[src/rtl/spdif_subframe_decoder_pkg.sv]
// spdif_pkg: shared types and constants for the S/PDIF subframe receive path.
//   run_class_t : classification of one transition-to-transition run
//   preamble_t  : which of the three preambles started the subframe
//   fsm_t       : decoder state
//   SLOT_*      : slot numbers inside a 32-slot subframe
package spdif_pkg;

    typedef enum logic [1:0] {
        SHORT = 2'd0,
        LONG  = 2'd1,
        PRE   = 2'd2,
        BAD   = 2'd3
    } run_class_t;

    typedef enum logic [1:0] {
        PRE_B = 2'd0,
        PRE_M = 2'd1,
        PRE_W = 2'd2
    } preamble_t;

    typedef enum logic [1:0] {
        HUNT    = 2'd0,
        PRE_COL = 2'd1,
        DATA    = 2'd2,
        EXPECT  = 2'd3
    } fsm_t;

    localparam int SLOT_AUDIO_LO = 4;
    localparam int SLOT_V        = 28;
    localparam int SLOT_U        = 29;
    localparam int SLOT_C        = 30;
    localparam int SLOT_P        = 31;

    // Run length in unit intervals; BAD maps to 0.
    function automatic logic [1:0] run_ui(run_class_t rc);
        case (rc)
            SHORT:   return 2'd1;
            LONG:    return 2'd2;
            PRE:     return 2'd3;
            default: return 2'd0;
        endcase
    endfunction

    // Every preamble is 3,x,y,z UI. The second run of x,y,z is always 1 UI,
    // so x alone identifies the preamble and fixes what z must be.
    function automatic logic [1:0] third_ui(logic [1:0] first);
        case (first)
            2'd1:    return 2'd3;   // B: 3,1,1,3
            2'd2:    return 2'd2;   // W: 3,2,1,2
            default: return 2'd1;   // M: 3,3,1,1
        endcase
    endfunction

    function automatic preamble_t pre_of(logic [1:0] first);
        case (first)
            2'd1:    return PRE_B;
            2'd2:    return PRE_W;
            default: return PRE_M;
        endcase
    endfunction

endpackage

[src/rtl/spdif_subframe_decoder_run_classifier.sv]
// spdif_run_classifier: synchronises the biphase-mark line, detects
// transitions and classifies each completed run by its clock count.
//   clk, rst_n : clock, asynchronous active-low reset
//   din        : raw line, asynchronous to clk
//   edge_stb   : a transition was seen this cycle
//   run_class  : class of the run that this transition ended (valid with edge_stb)
module spdif_run_classifier
    import spdif_pkg::*;
#(
    parameter int SYNC_STAGES = 2,
    parameter int CNT_W       = 6,
    parameter int RUN_MIN     = 5,
    parameter int T1_MAX      = 14,
    parameter int T2_MAX      = 24,
    parameter int T3_MAX      = 34
)(
    input  logic       clk,
    input  logic       rst_n,
    input  logic       din,
    output logic       edge_stb,
    output run_class_t run_class
);

    localparam logic [CNT_W-1:0] RUN_MIN_C = CNT_W'(RUN_MIN);
    localparam logic [CNT_W-1:0] T1_C      = CNT_W'(T1_MAX);
    localparam logic [CNT_W-1:0] T2_C      = CNT_W'(T2_MAX);
    localparam logic [CNT_W-1:0] T3_C      = CNT_W'(T3_MAX);

    logic [SYNC_STAGES-1:0] sync;
    logic                   prev;
    logic [CNT_W-1:0]       cnt;

    assign edge_stb = sync[SYNC_STAGES-1] ^ prev;

    always_ff @(posedge clk or negedge rst_n) begin
        if (!rst_n) begin
            sync <= '0;
            prev <= 1'b0;
            cnt  <= '0;
        end else begin
            sync <= {sync[SYNC_STAGES-2:0], din};
            prev <= sync[SYNC_STAGES-1];
            if (edge_stb)
                cnt <= {{(CNT_W-1){1'b0}}, 1'b1};
            else if (cnt != '1)
                cnt <= cnt + 1'b1;
        end
    end

    // cnt holds the length of the run that the current edge terminates.
    // A saturated count means the true length is unknown, so it is BAD even
    // when the thresholds would otherwise accept it.
    always_comb begin
        run_class = BAD;
        if (cnt == '1 || cnt < RUN_MIN_C)
            run_class = BAD;
        else if (cnt <= T1_C)
            run_class = SHORT;
        else if (cnt <= T2_C)
            run_class = LONG;
        else if (cnt <= T3_C)
            run_class = PRE;
    end

endmodule

[src/rtl/spdif_subframe_decoder.sv]
// spdif_subframe_decoder: S/PDIF receive front end. Decodes preamble and
// 28 data slots from the biphase-mark line into one parallel subframe.
//   clk, rst_n      : clock, asynchronous active-low reset
//   din             : raw line input
//   sample          : audio slots 4..27 (LSB first on the line), top AUDIO_W bits
//   channel         : 0 = B/M preamble, 1 = W preamble
//   block_start     : subframe began with B
//   v_bit/u_bit/c_bit : slots 28/29/30
//   parity_ok       : even parity over slots 4..31
//   out_valid       : one-cycle strobe, outputs above held until the next one
//   locked          : LOCK_FRAMES good subframes seen since the last error
//   err             : one-cycle strobe on any line-coding error
//
// state   | meaning
// HUNT    | no framing; waiting for a 3-UI run
// PRE_COL | 3-UI run seen, collecting the remaining three preamble runs
// DATA    | decoding slots 4..31
// EXPECT  | subframe complete, next run must open a preamble
module spdif_subframe_decoder
    import spdif_pkg::*;
#(
    parameter int SYNC_STAGES = 2,
    parameter int CNT_W       = 6,
    parameter int RUN_MIN     = 5,
    parameter int T1_MAX      = 14,
    parameter int T2_MAX      = 24,
    parameter int T3_MAX      = 34,
    parameter int AUDIO_W     = 24,
    parameter int LOCK_FRAMES = 4
)(
    input  logic               clk,
    input  logic               rst_n,
    input  logic               din,
    output logic [AUDIO_W-1:0] sample,
    output logic               channel,
    output logic               block_start,
    output logic               v_bit,
    output logic               u_bit,
    output logic               c_bit,
    output logic               parity_ok,
    output logic               out_valid,
    output logic               locked,
    output logic               err
);

    localparam int             LCW      = $clog2(LOCK_FRAMES + 1);
    localparam logic [LCW-1:0] LOCK_MAX = LCW'(LOCK_FRAMES);
    localparam int             AUD_HI   = SLOT_V - SLOT_AUDIO_LO - 1;

    logic       edge_stb;
    run_class_t rc;
    logic [1:0] ui;

    spdif_run_classifier #(
        .SYNC_STAGES (SYNC_STAGES),
        .CNT_W       (CNT_W),
        .RUN_MIN     (RUN_MIN),
        .T1_MAX      (T1_MAX),
        .T2_MAX      (T2_MAX),
        .T3_MAX      (T3_MAX)
    ) u_classifier (
        .clk       (clk),
        .rst_n     (rst_n),
        .din       (din),
        .edge_stb  (edge_stb),
        .run_class (rc)
    );

    assign ui = run_ui(rc);

    fsm_t           state, state_n;
    logic [1:0]     pc_idx, pc_idx_n;
    logic [1:0]     pc_first, pc_first_n;
    preamble_t      pre_type, pre_n;
    logic           half, half_n;       // first 1-UI half of a '1' bit seen
    logic [4:0]     slot, slot_n;
    logic [27:0]    bits, bits_n;       // bits[k] = slot k+4
    logic           bit_done, bit_val;
    logic           frame_done, err_n;
    logic           par_n;
    logic [LCW-1:0] lock_cnt, lock_cnt_n;
    logic           locked_n;

    always_comb begin
        state_n    = state;
        pc_idx_n   = pc_idx;
        pc_first_n = pc_first;
        pre_n      = pre_type;
        half_n     = half;
        slot_n     = slot;
        bits_n     = bits;
        bit_done   = 1'b0;
        bit_val    = 1'b0;
        frame_done = 1'b0;
        err_n      = 1'b0;
        if (edge_stb) begin
            if (rc == BAD) begin
                err_n   = 1'b1;
                state_n = HUNT;
            end else begin
                case (state)
                    HUNT: begin
                        if (rc == PRE) begin
                            state_n  = PRE_COL;
                            pc_idx_n = 2'd0;
                        end
                    end
                    PRE_COL: begin
                        // A PRE that cannot belong to the current preamble is
                        // taken as the opening run of a new one.
                        case (pc_idx)
                            2'd0: begin
                                pc_first_n = ui;
                                pc_idx_n   = 2'd1;
                            end
                            2'd1: begin
                                if (rc == SHORT) begin
                                    pc_idx_n = 2'd2;
                                end else if (rc == PRE) begin
                                    pc_idx_n = 2'd0;
                                end else begin
                                    err_n   = 1'b1;
                                    state_n = HUNT;
                                end
                            end
                            default: begin
                                if (ui == third_ui(pc_first)) begin
                                    state_n = DATA;
                                    pre_n   = pre_of(pc_first);
                                    slot_n  = 5'(SLOT_AUDIO_LO);
                                    half_n  = 1'b0;
                                end else if (rc == PRE) begin
                                    pc_idx_n = 2'd0;
                                end else begin
                                    err_n   = 1'b1;
                                    state_n = HUNT;
                                end
                            end
                        endcase
                    end
                    DATA: begin
                        if (half) begin
                            if (rc == SHORT) begin
                                bit_done = 1'b1;
                                bit_val  = 1'b1;
                            end else begin
                                err_n   = 1'b1;
                                state_n = HUNT;
                            end
                        end else begin
                            case (rc)
                                SHORT: half_n = 1'b1;
                                LONG: begin
                                    bit_done = 1'b1;
                                    bit_val  = 1'b0;
                                end
                                default: begin
                                    state_n  = PRE_COL;
                                    pc_idx_n = 2'd0;
                                end
                            endcase
                        end
                    end
                    default: begin
                        if (rc == PRE) begin
                            state_n  = PRE_COL;
                            pc_idx_n = 2'd0;
                        end else begin
                            err_n   = 1'b1;
                            state_n = HUNT;
                        end
                    end
                endcase
            end
            if (bit_done) begin
                half_n = 1'b0;
                bits_n[slot - 5'(SLOT_AUDIO_LO)] = bit_val;
                if (slot == 5'(SLOT_P)) begin
                    state_n    = EXPECT;
                    frame_done = 1'b1;
                end else begin
                    slot_n = slot + 5'd1;
                end
            end
        end
    end

    assign par_n = ~^bits_n;

    // A parity failure only restarts the good-frame count; lock itself is
    // dropped by line-coding errors alone.
    always_comb begin
        lock_cnt_n = lock_cnt;
        locked_n   = locked;
        if (err_n) begin
            lock_cnt_n = '0;
            locked_n   = 1'b0;
        end else if (frame_done) begin
            if (par_n) begin
                if (lock_cnt != LOCK_MAX)
                    lock_cnt_n = lock_cnt + 1'b1;
            end else begin
                lock_cnt_n = '0;
            end
            if (lock_cnt_n == LOCK_MAX)
                locked_n = 1'b1;
        end
    end

    always_ff @(posedge clk or negedge rst_n) begin
        if (!rst_n) begin
            state       <= HUNT;
            pc_idx      <= '0;
            pc_first    <= '0;
            pre_type    <= PRE_B;
            half        <= 1'b0;
            slot        <= '0;
            bits        <= '0;
            lock_cnt    <= '0;
            locked      <= 1'b0;
            err         <= 1'b0;
            out_valid   <= 1'b0;
            sample      <= '0;
            channel     <= 1'b0;
            block_start <= 1'b0;
            v_bit       <= 1'b0;
            u_bit       <= 1'b0;
            c_bit       <= 1'b0;
            parity_ok   <= 1'b0;
        end else begin
            state     <= state_n;
            pc_idx    <= pc_idx_n;
            pc_first  <= pc_first_n;
            pre_type  <= pre_n;
            half      <= half_n;
            slot      <= slot_n;
            bits      <= bits_n;
            lock_cnt  <= lock_cnt_n;
            locked    <= locked_n;
            err       <= err_n;
            out_valid <= frame_done;
            if (frame_done) begin
                sample      <= bits_n[AUD_HI -: AUDIO_W];
                channel     <= (pre_type == PRE_W);
                block_start <= (pre_type == PRE_B);
                v_bit       <= bits_n[SLOT_V - SLOT_AUDIO_LO];
                u_bit       <= bits_n[SLOT_U - SLOT_AUDIO_LO];
                c_bit       <= bits_n[SLOT_C - SLOT_AUDIO_LO];
                parity_ok   <= par_n;
            end
        end
    end

endmodule

[config.mk]
export PLATFORM = sky130hd
export DESIGN_NAME = spdif_subframe_decoder
export DESIGN_NICKNAME = d
export VERILOG_FILES = /design/src/rtl/spdif_subframe_decoder_pkg.sv /design/src/rtl/spdif_subframe_decoder_run_classifier.sv /design/src/rtl/spdif_subframe_decoder.sv
export SDC_FILE = /design/constraint.sdc
export NUM_CORES = 1
export LEC_CHECK = 0
export CAP_MARGIN = 30
export CORE_ASPECT_RATIO = 1.2
export CORE_UTILIZATION = 60
export CTS_BUF_LIST = sky130_fd_sc_hd__clkbuf_2
export CTS_CLUSTER_SIZE = 40
export DETAILED_ROUTE_END_ITERATION = 6
export GPL_TIMING_DRIVEN = 0
export PLACE_DENSITY = 0.82
export SYNTH_ARGS = -nofsm -noshare
export SYNTH_HDL_FRONTEND = slang
export SYNTH_SLANG_ARGS = --single-unit
[constraint.sdc]
create_clock -name clk -period 14 [get_ports clk]
set_input_delay 1.4 -clock clk [delete_from_list [all_inputs] [get_ports clk]]
set_output_delay 1.4 -clock clk [all_outputs]
set_load 0.01 [all_outputs]
==> reports/metrics.yaml, run 1 <==
status: "finished clean"
dieArea_um2: 7990
cts_sinks: 87
gp_congestion: 0.874
fmax_ghz: 0.187
nNetsFinal: 530
grt-ovfl-total: 0
htreeDepth: 3
grt_max_degree: 75
seqPwrFrac_pct: 58.7
critical_path.top_delay_family: "simple AND/OR/NAND/NOR gates"
tritoncts: "yes"
first_pass_iters: 4
clockPowerShare_pct: 25.5
max_stage_delay_ns: 0.67
crit_slowest_cell: "o31ai_2"
syn-num-nets: 483
worstMarginPinSlew_ns: 0.748
cts.repair.resized: 0
crit_chain: "inv_1 > ha_1 > nand2b_1 > a21o_1 > o31ai_2 > inv_1 > ha_1 > and2b_4 > nand4_2 > nor2_1 > mux2_2 > xnor2_1 > xnor2_1 > xnor2_1 > xnor3_2 > or4_1 > a21oi_1"
start_util_pct: 62.6
synth-seq-cells: 87
core_um2: 7320
rows: 34
dp_hpwl_mm: 6.67
antenna-diode-count: 0
setup_viol: 0
vias: 3377
postSynth.asyncResetShare_pct: 100
clockBufferDepth: 2
drv_slew: 0
crit_cells: 17
hold_viol_final: 0
fp.dieH_um: 97.7
tns_ns: 0
yosys_warnings: 0
post_cts_buffers: 0
p_sw_share_pct: 31.6
pwr-share-comb_pct: 15.8
max_slew_margin_pct: 49.8
fp.dieW_um: 81.8
wl_mm: 9.19
critPathArrivalTime_ns: 5.88
clock_skew_ns: 0.0226
cp_max_fo: 9
path_clk_slew_ns: 0.23
fin_crit_sh_pct: 38.3
dpl-instance-area_um2: 5070
hold_buffers: 0
startpoint_type: "flip-flop"
yosysUniqueCellTypes: 52
period_needed_ns: 5.36
internal-power_uw: 306
synthToLayoutAreaGrowth_pct: 12.7
synth-edff-count: 0
drt_iter0_drc: 250
ys.flop_type: "dfrtp_1"
io_pins: 36
dp_worst_setup_slack_ns: 8.76
antenna_found_initial: 0
power-per-cell-area_nw_per_um2: 86.8
avgSynthCellArea_um2: 9.99
final_area_um2: 5160
hold_class: "flip-flop to flip-flop"
r2r_slack_ns: 8.64
endpoint_kind: "flip-flop"
reg2regPathDepth: 17
numPortBuffers: 35
synth-seq-area-share_pct: 47.5
rsz0062_at_grt: "false"
crit_required_ns: 14.52
syn-instance-count: 459
clkLatencyLatePin_ns: 0.58
ir_worst_vdd_uv: 83.9
grt_pass1_vias: 3362
syn-cell-area_um2: 4580
p_switching_uw: 142
cts_inserted_buffers: 9
cts-root-buf: "clkbuf_2"
grt_pass1_wl_mm: 15.5
p_leak_nw: 2.41
worst_path_most_repeated_cell: "xnor2_1"
maxCapViolCount: 0
drt-vias-per-instance: 5.62
worst_slack_ns: 8.64
holdPathStages: 0
path_buf_inv: 2
groute.usage.overall_pct: 25.6
drt.antenna.violating_nets: 0
layout-drive-gt1-share_pct: 12.5
wl_per_cell_um: 15.3
critical_path_class: "flip-flop to flip-flop"
drc: 0
power groups by stage:
stage	combinational [mW]	sequential, mW	clock (mW)
5_1_grt	0.0803	0.264	0.126
2_1_floorplan	0.0492	0.266	0
3_5_place_dp	0.0706	0.267	0
6_report	0.0710	0.263	0.114
4_1_cts	0.0711	0.263	0.114
3_3_place_gp	0.0659	0.267	0
final timing paths:
check	startpoint	end
worst max register to register	u_classifier.cnt[0]	locked
max in group asynchronous	rst_n	sample[23]
min in group asynchronous	rst_n	sample[15]
worst max-delay path	u_classifier.cnt[0]	locked
worst min register to register	u_classifier.sync[0]	u_classifier.sync[1]
worst min-delay path	u_classifier.sync[0]	u_classifier.sync[1]
cell type report:
type                            count  area [µm²]
Fill cell                         541        2150
Clock buffer                        9        45.0
Sequential cell                    87        2180
Buffer                             14        58.8
Timing Repair Buffer               36         375
Tap cell                           90         113
Inverter                           24        90.1
Multi-Input combinational cell    334        2260
Clock inverter                      7        47.5
cells in the mapped netlist, drive strengths merged, types with 7 or more instances:
cell type	number	share of area [%]
xnor2	24	4.9
o21ai	15	1.6
inv	24	2.0
dfrtp	87	48
ha	21	5.7
mux2	30	7.9
nand4	7	2.1
a31oi	7	0.96
a21oi	12	1.3
nor2	44	3.6
nand2	95	7.8
buf	7	0.71
nand3	8	0.87
clkbuf	7	0.57
cell families (layout without fill, tap and decap cells):
kind of cell	after synthesis	after routing	synth area share [%]
compound gates	59	59	8.38
xor+xnor	32	32	7.23
fa+ha+maj	21	21	5.73
buf+inv	38	90	3.25
flops	87	87	47.5
mux	34	34	8.82
simple gates	188	188	19.1
sequential cells by signal (all words and copies together) (netlist names), 2 cells and up:
register	flops
bits	28
lock_cnt	3
pc_first	2
pc_idx	2
pre_type	2
sample	24
slot	5
state	2
u_classifier.cnt	6
u_classifier.sync	2
placed cells by master, fill, tap and decap left out, types with 3 or more instances in the layout:
cell,Yosys,layout
buf_2,5,5
nand4_1,3,3
inv_1,23,23
nand3_1,8,8
dfrtp_1,87,87
nand2b_1,4,4
and3_1,4,4
nand4_4,3,3
a31oi_1,7,7
mux2i_1,4,4
o21ai_0,15,15
xor2_1,5,5
mux2_4,7,7
nor3_1,6,6
xnor2_1,22,22
clkinvlp_4,0,4
or3_1,4,4
nand2_1,95,95
clkbuf_1,7,7
a21boi_0,3,3
a22o_1,4,4
nor2_1,44,44
a21oi_1,12,12
o22ai_1,3,3
nor2b_1,3,3
nor4_1,4,4
clkbuf_2,0,9
ha_1,21,21
clkdlybuf4s50_1,0,34
mux2_2,23,23
per-layer routing:
layer	global-route usage (%)	wire length (µm)
met5	0	0
met4	9.72	163
met3	5.33	309
met2	42.2	4650
met1	32.6	4070
metrics by stage:
step | instances | utilization [%] | power [mW] | hold slack [ns]
CTS | 601 | 70.6 | 0.448 | 0.374
floorplan | 459 | - | 0.316 | 0.331
detailed placement | 585 | 69.3 | 0.338 | 0.336
global route | 601 | 70.6 | 0.470 | 0.394
global placement | 584 | 69.0 | 0.333 | 0.333
finish | 601 | 70.6 | 0.448 | 0.384
Note: power is estimated with default switching activity, not from simulation.
==> run 2, diff against run 1 <==
Settings changed: CORE_UTILIZATION 60 to 55, PLACE_DENSITY 0.82 to 0.79.
Clock period 14 ns to 4.92 ns, I/O delays scaled along.
==> run 2 against run 1 <==
  * Maximum frequency increased by 14%
  * Sequential share of layout area is 0.67 points lower
  * Global-route usage decreased by 2.4 points
  * Largest power group unchanged
  * Highest routed layer unchanged
==> reports/metrics.yaml, run 2 (same netlist as run 1, synthesis figures left out) <==
crit_chain: "inv_1 > ha_1 > nand2b_1 > a21o_1 > o31ai_4 > inv_1 > ha_1 > and2b_4 > nand4_4 > nor2_1 > mux2_4 > xnor2_2 > xnor2_1 > xnor3_1 > xnor3_2 > or4_1 > a21oi_1"
grt_pass1_vias: 3334
drv_slew: 0
mostFrequentLayoutCell: "nand2_1"
hold_viol_final: 0
final_area_um2: 5250
endpoint_kind: "flip-flop"
clkLatencyLatePin_ns: 0.56
wl_per_cell_um: 15.6
max_stage_delay_ns: 0.51
seq_area_um2: 2180
first_pass_iters: 4
crit_required_ns: 5.42
status: "finished clean"
drc: 0
crit_slowest_cell: "or4_1"
crit_path_start: "u_classifier.cnt[1]"
clockBufferDepth: 2
fin_cells: 608
cts_sinks: 87
drt-vias-per-instance: 5.63
synthToLayoutAreaGrowth_pct: 14.6
cts_inserted_buffers: 9
cp_max_fo: 7
fp.dieH_um: 102
drt.antenna.violating_nets: 0
critical_path_class: "flip-flop to flip-flop"
io_pins: 36
grt_max_degree: 49
dpl-instance-area_um2: 5080
cts-root-buf: "clkbuf_2"
start_util_pct: 56.5
r2r_slack_ns: 0.21
mostFrequentLayoutCells: "nand2_1 (95), dfrtp_1 (85), nor2_1 (43), clkdlybuf4s50_1 (34)"
reg2regPathDepth: 17
grt_pass1_wl_mm: 15.6
dieArea_um2: 8700
fin_crit_sh_pct: 95.8
hold_class: "primary input to flip-flop"
multi_input_area_um2: 2270
largest_register_ffs: 28
rows: 36
fmax_ghz: 0.212
critPathArrivalTime_ns: 5.21
dp_hpwl_mm: 6.65
reg_top3: "bits (28), sample (24), u_classifier.cnt (6)"
p_leak_nw: 2.46
maxCapViolCount: 0
startpoint_type: "flip-flop"
tritoncts: "yes"
ir_worst_vdd_uv: 232
drt_iter0_drc: 146
place_inst: 590
htreeDepth: 3
antenna-diode-count: 0
final.fill_count: 668
wl_mm: 9.49
grt-ovfl-total: 0
clock_skew_ns: 0.0284
worstMarginPinSlew_ns: 0.709
setup_viol: 0
core_um2: 8110
rr_endpoint: "locked"
period_needed_ns: 4.71
groute.usage.overall_pct: 23.2
vias: 3421
min_from: "din"
holdPathEnd: "u_classifier.sync[0]"
numPortBuffers: 35
path_clk_slew_ns: 0.21
top_register: "bits"
max_slew_margin_pct: 52.2
r2r-start: "u_classifier.cnt[1]"
nNetsFinal: 534
fp.dieW_um: 85.3
gp_congestion: 0.833
layout-drive-gt1-share_pct: 13.5
antenna_found_initial: 0
hold_slack_ns: 0.343
holdPathStages: 1
power-per-cell-area_nw_per_um2: 259
[run 2: cell count changes in the layout (fill, tap and decap cells not counted), moves of 2 or more]
| cell | before | now |
|---|---|---|
| dfrtp_2 | 0 | 2 |
| clkinvlp_4 | 4 | 0 |
| buf_4 | 1 | 4 |
| bufinv_16 | 0 | 2 |
| dfrtp_1 | 87 | 85 |
[run 2: power by group]
part / switching [mW] / total (mW) / internal, mW
logic: 0.134 / 0.216 / 0.0821
clock network: 0.231 / 0.396 / 0.164
registers: 0.0157 / 0.749 / 0.733
[run 2: how the worst max path moves through the flow]
stage	to	slack, ns	cells after the start
after global routing	locked	-0.05	17
after CTS	locked	0.07	17
after detailed placement	locked	-0.24	17
after global placement	locked	-0.18	17
after floorplan	locked	0.37	17
final	locked	0.21	17
[run 2: repair_timing]
item	in CTS	in global routing
hold buffers	1	0
endpoints found under the hold margin	39	0
setup buffers	1	2
gates cloned	0	0
gates resized for setup	1	4
pin swaps	1	0
endpoints found under the setup margin	4	2
[run 2: critical path, delay by kind of cell (launching register included)]
kind	cells	cell delay [ns]
DFF	1	0.45
and+or+nand+nor	5	1.40
xor gates and xnor gates	4	1.18
buffers and inverters	2	0.21
muxes	1	0.34
AOI/OAI and AO/OA	3	0.63
adders and majority gates	2	0.43
[run 2: per-layer routing]
layer	vias to the layer above	track usage, %	wire (µm)
met4	0	10.8	180
li1	1655	-	-
met3	23	3.55	348
met2	86	40.1	4790
met5	-	0	0
met1	1657	29.0	4160
[run 2: per-stage QoR]
stage | power, mW | setup TNS, ns | utilization [%] | setup slack (ns)
floorplan | 0.898 | 0 | - | 0.366
global placement | 0.947 | -0.210 | 62.3 | -0.180
detailed placement | 0.960 | -0.306 | 62.6 | -0.237
CTS | 1.36 | 0 | 64.5 | 0.0719
global route | 1.42 | -0.0490 | 64.8 | -0.0490
finish | 1.36 | 0 | 64.8 | 0.207
[run 2: layout make-up]
type / instances / area share (%)
multi-input combinational: 334 / 43.3
clock inverter: 4 / 1.38
tap: 95 / 2.26
clock buffer: 10 / 0.953
buffer: 14 / 1.12
timing repair buffer: 40 / 7.77
sequential: 87 / 41.5
inverter: 24 / 1.72
